$ cat src/rtl/hc595_shifter.sv
// rtl/hc595_shifter.sv - serial driver for two cascaded 74HC595 feeding the 6-digit display
module hc595_shifter #(
    parameter int SHCP_DIV = 4
) (
    input  logic       sys_clk,
    input  logic       sys_rst,
    input  logic [5:0] sel,
    input  logic [7:0] seg,
    input  logic       in_valid,
    output logic       in_ready,
    output logic       ds,
    output logic       shcp,
    output logic       stcp,
    output logic       oe,
    output logic       done
);

    localparam int PW = (SHCP_DIV > 2) ? $clog2(SHCP_DIV) : 1;
    localparam logic [PW-1:0] PH_LAST       = PW'(SHCP_DIV - 1);
    localparam logic [PW-1:0] PH_HALF       = PW'(SHCP_DIV / 2);
    localparam logic [PW-1:0] PH_LATCH_LAST = PW'(SHCP_DIV / 2 - 1);
    localparam logic [3:0]    BIT_LAST      = 4'd13;

    typedef enum logic [1:0] {IDLE, SHIFT, LATCH} state_t;

    state_t          state_q, state_d;
    logic [PW-1:0]   phase_q, phase_d;
    logic [3:0]      bit_q, bit_d;
    logic [13:0]     shreg_q, shreg_d;
    logic            ds_q, ds_d;
    logic            shcp_q, shcp_d;
    logic            stcp_q, stcp_d;
    logic            in_ready_q, in_ready_d;
    logic            done_q, done_d;
    logic            oe_q, oe_d;

    logic [PW-1:0]   phase_nx;
    logic [13:0]     load_vec;

    // Frame laid out so that the LSB leaves first: seg[0]..seg[7], then sel[5]..sel[0].
    assign load_vec = {sel[0], sel[1], sel[2], sel[3], sel[4], sel[5], seg};
    assign phase_nx = phase_q + 1'b1;

    // Next-state and next-output decode; outputs are registered from these values.
    always_comb begin
        state_d    = state_q;
        phase_d    = phase_q;
        bit_d      = bit_q;
        shreg_d    = shreg_q;
        ds_d       = 1'b0;
        shcp_d     = 1'b0;
        stcp_d     = 1'b0;
        in_ready_d = 1'b0;
        done_d     = 1'b0;
        oe_d       = oe_q;
        case (state_q)
            IDLE: begin
                if (in_valid && in_ready_q) begin
                    state_d = SHIFT;
                    phase_d = '0;
                    bit_d   = '0;
                    shreg_d = load_vec;
                    ds_d    = load_vec[0];
                end else begin
                    in_ready_d = 1'b1;
                end
            end
            SHIFT: begin
                if (phase_q == PH_LAST) begin
                    phase_d = '0;
                    if (bit_q == BIT_LAST) begin
                        state_d = LATCH;
                        stcp_d  = 1'b1;
                    end else begin
                        bit_d   = bit_q + 4'd1;
                        shreg_d = shreg_q >> 1;
                        ds_d    = shreg_q[1];
                    end
                end else begin
                    phase_d = phase_nx;
                    ds_d    = shreg_q[0];
                    shcp_d  = (phase_nx >= PH_HALF);
                end
            end
            LATCH: begin
                if (phase_q == PH_LATCH_LAST) begin
                    state_d    = IDLE;
                    phase_d    = '0;
                    done_d     = 1'b1;
                    in_ready_d = 1'b1;
                    oe_d       = 1'b0;
                end else begin
                    phase_d = phase_nx;
                    stcp_d  = 1'b1;
                end
            end
            default: state_d = IDLE;
        endcase
    end

    // State, counters and registered outputs; reset aborts any frame without latching it.
    always_ff @(posedge sys_clk) begin
        if (sys_rst) begin
            state_q    <= IDLE;
            phase_q    <= '0;
            bit_q      <= '0;
            shreg_q    <= '0;
            ds_q       <= 1'b0;
            shcp_q     <= 1'b0;
            stcp_q     <= 1'b0;
            in_ready_q <= 1'b0;
            done_q     <= 1'b0;
            oe_q       <= 1'b1;
        end else begin
            state_q    <= state_d;
            phase_q    <= phase_d;
            bit_q      <= bit_d;
            shreg_q    <= shreg_d;
            ds_q       <= ds_d;
            shcp_q     <= shcp_d;
            stcp_q     <= stcp_d;
            in_ready_q <= in_ready_d;
            done_q     <= done_d;
            oe_q       <= oe_d;
        end
    end

    assign in_ready = in_ready_q;
    assign ds       = ds_q;
    assign shcp     = shcp_q;
    assign stcp     = stcp_q;
    assign oe       = oe_q;
    assign done     = done_q;

endmodule

$ cat config.mk
export PLATFORM = sky130hd
export DESIGN_NAME = hc595_shifter
export DESIGN_NICKNAME = d
export VERILOG_FILES = /design/src/rtl/hc595_shifter.sv
export SDC_FILE = /design/constraint.sdc
export NUM_CORES = 1
export LEC_CHECK = 0
export CORE_MARGIN = 3
export CORE_UTILIZATION = 50
export CTS_BUF_LIST = sky130_fd_sc_hd__clkbuf_8
export DETAILED_ROUTE_END_ITERATION = 10
export GPL_TIMING_DRIVEN = 0
export PLACE_DENSITY = 0.79
export SYNTH_ARGS = -nofsm -noshare
export SYNTH_HDL_FRONTEND = slang
export SYNTH_SLANG_ARGS = --single-unit
$ cat constraint.sdc
create_clock -name sys_clk -period 1.9 [get_ports sys_clk]
set_input_delay 0.285 -clock sys_clk [delete_from_list [all_inputs] [get_ports sys_clk]]
set_output_delay 0.285 -clock sys_clk [all_outputs]
set_load 0.01 [all_outputs]
==> results by group, run 1 <==
Synthesis
  • Unique masters post-synth: 43
  • Mapped Nets: roughly 180
  • Post-Syn Area: between 1500 and 2000 um2
  • Yosys warns: 0
  • Sequential share of the synthesized area: 0.352
  • Primary FF master, synth: dfxtp_1
  • Number of synthesized flops with an enable pin: 0
  • Asr flop ratio synth: 0
  • Synthesized flop and latch total: 28
  • Syn Inst Count: between 150 and 200
  • Synthesized area per cell: roughly 10 um2

Routing
  • Routed Antenna Nets: 0
  • First-pass DRT Iterations: 4
  • Drt via density: 5.93
  • DRC: 0
  • Via Count: about 1300
  • DRT Wirelength: 3560 um
  • Initial detailed-routing violation count: between 50 and 60
  • DR WL/cell: ~16 um

GRT
  • Largest net degree at the start of global routing: 17
  • Vias in the first global route: around 1300
  • Global-route wire length before repair: between 6000 and 7000 um
  • Gr usage total: 0.187
  • Initial antenna violation count: 0
  • Grt ovf: 0

Power and ir drop
  • Pwr/cell area: roughly 780 nW/um2
  • Static leakage: ~0.67 nW
  • Peak VDD IR: roughly 0.50 mV

Final layout
  • Antenna diodes: 0
  • Final net count: about 210
  • Area grow syn2layout: 21.6%
  • Most frequent cells in the layout: 28 x dfxtp_1, 22 x clkdlybuf4s50_1, 14 x a31oi_1
  • Layout Utilization: 0.668
  • Share of post-route cells with drive strength above 1: 0.188
  • Area occupied by multi-input gates: just over 900 um2
  • Register Area: around 560 um2
  • Commonest non-fill, non-tap cell in the layout: dfxtp_1
  • Layout fillers: 249

Job
  • Max Cap Viol: 0

Die
  • Core area: between 2000 and 3000 um2
  • Chip height: 62.4 um
  • Initial Utilization: 0.549
  • Row cnt: 19
  • Num ports: 23
  • Die W: 62.4 um
  • Die ar.: around 4000 um2

Hold path
  • Hold WC Path Type: register to register

Clocking
  • Cts repair resizes: 0
  • TritonCTS Buffers: 3
  • H-Tree Depth: 1
  • CTS Buffer Depth: 2
  • CTS Root Cell: clkbuf_8
  • Postcts setup bufs: 0
  • Skew-Pair Late Insertion Delay: 0.28 ns
  • Sink Count: 28
  • CTS tree: yes
  • Worst-path clk slew: approximately 0.10 ns
  • Number of hold buffers added after CTS: 0

STA
  • Final WS setup: between 0.1 and 0.15 ns
  • Worst Skew: between 0.004 and 0.005 ns
  • Final Hold Fails: 0
  • FMAX: 565 MHz
  • Post-route setup TNS: 0 ns
  • Pins Over Slew Limit: 0
  • Actual slew at the worst max-slew pin: between 0.4 and 0.5 ns
  • Hold_ws: 0.464 ns
  • Final setup viols: 0
  • RSZ-0062 raised after global routing: no
  • Min Clock Period, post-route: 1.77 ns
  • Slew margin rel.: 0.728
  • Final Cycle Share: 0.932

Status
  • Status: completed

Place
  • GP Congestion: ~0.84
  • HPWL after DPL: 2750 um
  • Port Buf Inserts: 22
  • Setup WS pre-CTS: about 0.13 ns

Critical path
  • Data arrival, critical path: about 1.9 ns
  • CP Launch Type: register
  • CP cell instances: inv_1 > ha_1 > buf_4 > a21boi_4 > nor3_4 > buf_6 > a211oi_2
  • WS Path Type: register to register
  • Data required, critical path: about 2.1 ns
  • Crit-path max cell delay: 0.39 ns
  • CP Capture Type: register
  • CP max-delay cell: dfxtp_1
  • Crit Path Max Fanout: 10
==> metal layers <==
| layer | wire length [um] | GRT usage | vias to the layer above |
|---|---|---|---|
| met2 | 1760 | 0.313 | 40 |
| met3 | 163 | 0.0270 | 2 |
| li1 | - | - | 649 |
| met5 | 0 | 0 | - |
| met1 | 1610 | 0.251 | 632 |
| met4 | 26 | 0.0523 | 0 |
==> final timing paths <==
kind         slack, ns               startpoint  cells after the start                        to
max               0.13  state_q[1]$_SDFFE_PP0P_                      7  shreg_q[11]$_SDFFE_PP0P_
min               0.46          oe$_SDFFE_PP1P_                      1           oe$_SDFFE_PP1P_
max reg2reg       0.13  state_q[1]$_SDFFE_PP0P_                      7  shreg_q[11]$_SDFFE_PP0P_
min reg2reg       0.46          oe$_SDFFE_PP1P_                      1           oe$_SDFFE_PP1P_
==> flip-flops by register name (all words and copies together), names as in the netlist <==
register and flops:
bit_q 4, done 1, ds 1, in_ready 1, oe 1, phase_q 2
shcp 1, shreg_q 14, state_q 2, stcp 1
==> area by class of cell <==
| class | instances | share of cell area |
|---|---|---|
| multi-input combinational | 109 | 0.475 |
| sequential | 28 | 0.289 |
| timing repair buffer | 22 | 0.114 |
| buffer | 12 | 0.0465 |
| tap | 42 | 0.0271 |
| clock buffer | 3 | 0.0213 |
| clock inverter | 1 | 0.0155 |
| inverter | 6 | 0.0116 |
==> through the flow <==
| stage | power, mW | std cells | cell area [um2] |
|---|---|---|---|
| 2_1_floorplan | 0.940 | 155 | 1590 |
| 3_3_place_gp | 1.03 | 219 | 1870 |
| 3_5_place_dp | 1.04 | 219 | 1870 |
| 4_1_cts | 1.51 | 223 | 1940 |
| 5_1_grt | 1.58 | 223 | 1940 |
| 6_report | 1.51 | 223 | 1940 |
==> worst max-delay path, delay by kind of cell (launching register included) <==
family                     cells  cell delay [ns]
DFF                            1             0.39
buffers and inverters          3             0.48
adders and majority gates      1             0.18
and+or+nand+nor                1             0.35
AOI/OAI and AO/OA              2             0.25
==> synth_stat cells, types with 2 or more instances <==
library cell / number / area [um2]
nand4_1: 3 / 18.8
o2111ai_1: 2 / 17.5
dfxtp_1: 28 / 561
a211oi_1: 5 / 37.5
and2_1: 2 / 12.5
nor3b_1: 3 / 22.5
or2_2: 2 / 12.5
buf_2: 6 / 30.0
nand2_1: 3 / 11.3
a211o_1: 2 / 17.5
o31ai_1: 3 / 22.5
a21oi_1: 5 / 25.0
a31oi_1: 14 / 87.6
inv_1: 6 / 22.5
nand3_1: 5 / 25.0
a211oi_2: 9 / 113
ha_1: 9 / 113
buf_6: 4 / 45.0
nand4b_1: 2 / 17.5
nor2b_1: 6 / 37.5
buf_4: 2 / 15.0
mux2i_1: 13 / 130
==> report_power, final <==
group          internal (mW)  switching (mW)  total, mW
Combinational          0.178           0.187      0.365
Clock                  0.282           0.193      0.475
Sequential             0.636          0.0301      0.666
==> logic make-up (layout without fill, tap and decap cells) <==
family / Yosys count / count (layout) / synth area share
flip-flops: 28 / 28 / 0.352
buffers and inverters: 18 / 44 / 0.0707
AO/OA/AOI/OAI: 52 / 52 / 0.273
multiplexers: 15 / 15 / 0.0998
AND/OR/NAND/NOR: 33 / 33 / 0.134
adder cells (fa/ha/maj): 9 / 9 / 0.0707
Note: power is estimated with default switching activity, not from simulation.
==> run 2: changes to the inputs <==
- CTS_BUF_LIST: sky130_fd_sc_hd__clkbuf_8 -> sky130_fd_sc_hd__clkbuf_2
- RECOVER_POWER: unset -> 50
==> run 2 against run 1 <==
Count of clock-buffer cells in the layout stayed put. First-iteration DRC count grew 26%. Die area stayed put. Largest power group unchanged. Setup slack worse by 0.020 ns. Clock power shrank 22%. Critical path type unchanged. Clock skew is 0.0099 ns higher. Hold slack got worse by 0.00097 ns. Register-to-register slack got worse by 0.02 ns. Global-route usage is 0.23 points lower. Combinational power fell by 1%.
==> results by group, run 2 (synthesis gave the netlist of run 1 again) <==
Routing
  • DRT Wirelength: 3600 um (+1.1%)
  • Drt via density: 5.99 (+0.98%)
  • First-pass DRT Iterations: 5 (+1)
  • Via Count: 1336 (+0.98%)
  • Initial detailed-routing violation count: 72 (+26%)
  • DRC: 0 (unchanged)
  • DR WL/cell: 16.1 um (+1.1%)
  • Routed Antenna Nets: 0 (unchanged)

STA
  • Actual slew at the worst max-slew pin: 0.534 ns (+0.128 ns)
  • FMAX: 558 MHz (-1.1%)
  • Post-route setup TNS: 0 ns (unchanged)
  • Final setup viols: 0 (unchanged)
  • Slew margin rel.: 0.644 (-0.0845)
  • Pins Over Slew Limit: 0 (unchanged)
  • Worst Skew: 0.0140 ns (+0.00992 ns)
  • Min Clock Period, post-route: 1.79 ns (+0.0197 ns)
  • RSZ-0062 raised after global routing: no
  • Final Cycle Share: 0.943 (+0.0103)
  • Final Hold Fails: 0 (unchanged)
  • Final WS setup: 0.109 ns (-0.0197 ns)

Clocking
  • H-Tree Depth: 1 (unchanged)
  • CTS Root Cell: clkbuf_2
  • TritonCTS Buffers: 3 (unchanged)
  • Sink Count: 28 (unchanged)
  • Cts repair resizes: 0 (unchanged)
  • CTS tree: yes
  • Number of hold buffers added after CTS: 0 (unchanged)
  • Skew-Pair Late Insertion Delay: 0.38 ns (+0.10 ns)
  • Worst-path clk slew: 0.29 ns (+0.19 ns)
  • Postcts setup bufs: 0 (unchanged)
  • CTS Buffer Depth: 2 (unchanged)

Power and ir drop
  • Switching pwr: 0.406 mW (-1.1%)
  • Combinational power share: 0.257 (+0.014)
  • Peak VDD IR: 0.407 mV (-18%)
  • Sequential Power Share: 0.479 (+0.037)
  • Clock Power Share: 0.264 (-0.051)
  • Switching Share: 0.290 (+0.0178)
  • P_int: 0.993 mW (-9.4%)
  • Pwr/cell area: 735 nW/um2 (-5.5%)
  • Static leakage: 0.669 nW (-0.59%)

Critical path
  • Data required, critical path: 2.19 ns (+0.12 ns)
  • CP Launch Type: register
  • WS Path Type: register to register
  • CP Capture Type: register
  • Data arrival, critical path: 2.08 ns (+0.14 ns)
  • Crit Path Max Fanout: 10 (unchanged)

GRT
  • Global-route wire length before repair: 6070 um (unchanged)
  • Gr usage total: 0.185 (-0.00227)
  • Initial antenna violation count: 0 (unchanged)
  • Vias in the first global route: 1280 (+0.55%)
  • Largest net degree at the start of global routing: 17 (unchanged)
  • Grt ovf: 0 (unchanged)

Die
  • Row cnt: 19 (unchanged)
  • Die W: 62.4 um (unchanged)
  • Chip height: 62.4 um (unchanged)
  • Die ar.: 3900 um2 (unchanged)
  • Core area: 2900 um2 (unchanged)
  • Initial Utilization: 0.549 (unchanged)
  • Num ports: 23 (unchanged)

Place
  • GP Congestion: 0.842 (unchanged)
  • Setup WS pre-CTS: 0.127 ns (unchanged)
  • HPWL after DPL: 2750 um (unchanged)
  • Port Buf Inserts: 22 (unchanged)

Final layout
  • Final net count: 208 (unchanged)
  • Layout Utilization: 0.656 (-0.0116)
  • Commonest non-fill, non-tap cell in the layout: dfxtp_1
  • Register name with the most flops: shreg_q
  • Biggest regs: shreg_q x14, bit_q x4
  • Share of post-route cells with drive strength above 1: 0.182 (-0.00552)
  • Most frequent cells in the layout: 28 x dfxtp_1, 17 x clkdlybuf4s50_1, 14 x a31oi_1
  • Area grow syn2layout: 19.5%
  • Max FFs per register: 14 (unchanged)
  • Antenna diodes: 0 (unchanged)

Status
  • Status: completed

Hold path
  • Hold WC Path Type: input pin to register

Job
  • Max Cap Viol: 0 (unchanged)
-- run 2: cell count changes in the layout (fill, tap and decap cells not counted), sizes merged --
cell           previous run  this run
clkdlybuf4s50            22        17
dlygate4sd3               0         5
buf                      12         9
clkbuf                    3         6
-- run 2: per-layer routing --
metal	routed length, um	up-vias	GRT usage
li1	-	650	-
met1	1620	638	0.251
met2	1780	46	0.317
met3	184	2	0.0216
met4	17	0	0.0358
met5	0	-	0
-- run 2: critical path, cell delays in order, from the launching register on --
cell	delay, ns
dfxtp_1	0.45
inv_1	0.09
ha_1	0.18
buf_4	0.17
a21boi_4	0.17
nor3_4	0.35
buf_6	0.22
a211oi_2	0.08
-- run 2: final cells by class --
type                       instances  area (um2)
buffer                            12        82.6
clock buffer                       3        15.0
clock inverter                     1        30.0
fill                             258         997
inverter                           6        22.5
multi-input combinational        109         920
sequential                        28         561
tap                               42        52.6
timing repair buffer              22         220
-- run 2: worst paths after layout --
check | from | end | slack, ns | depth (start not counted)
worst max-delay path | state_q[1]$_SDFFE_PP0P_ | shreg_q[11]$_SDFFE_PP0P_ | 0.11 | 7
worst min-delay path | sel[0] | shreg_q[13]$_SDFFE_PP0P_ | 0.46 | 3
worst max register to register | state_q[1]$_SDFFE_PP0P_ | shreg_q[11]$_SDFFE_PP0P_ | 0.11 | 7
worst min register to register | oe$_SDFFE_PP1P_ | oe$_SDFFE_PP1P_ | 0.49 | 1
-- run 2: through the flow --
stage	instances	hold slack, ns	power, mW	area, um2
CTS	223	0.475	1.40	1910
finish	223	0.463	1.40	1900
detailed placement	219	0.446	1.04	1870
global route	223	0.453	1.47	1900
floorplan	155	0.448	0.940	1590
global placement	219	0.434	1.03	1870
-- run 2: power groups by stage --
stage               Combinational, mW  Sequential (mW)  Clock (mW)
global route                    0.388            0.676       0.404
floorplan                       0.268            0.673           0
detailed placement              0.364            0.680           0
finish                          0.360            0.670       0.369
CTS                             0.365            0.668       0.371
global placement                0.349            0.676           0
==> run 3: changes to the inputs <==
- HOLD_SLACK_MARGIN: unset -> 0.15
==> results of run 3 <==
The final DEF is identical to that of run 2; final timing and power are the same.
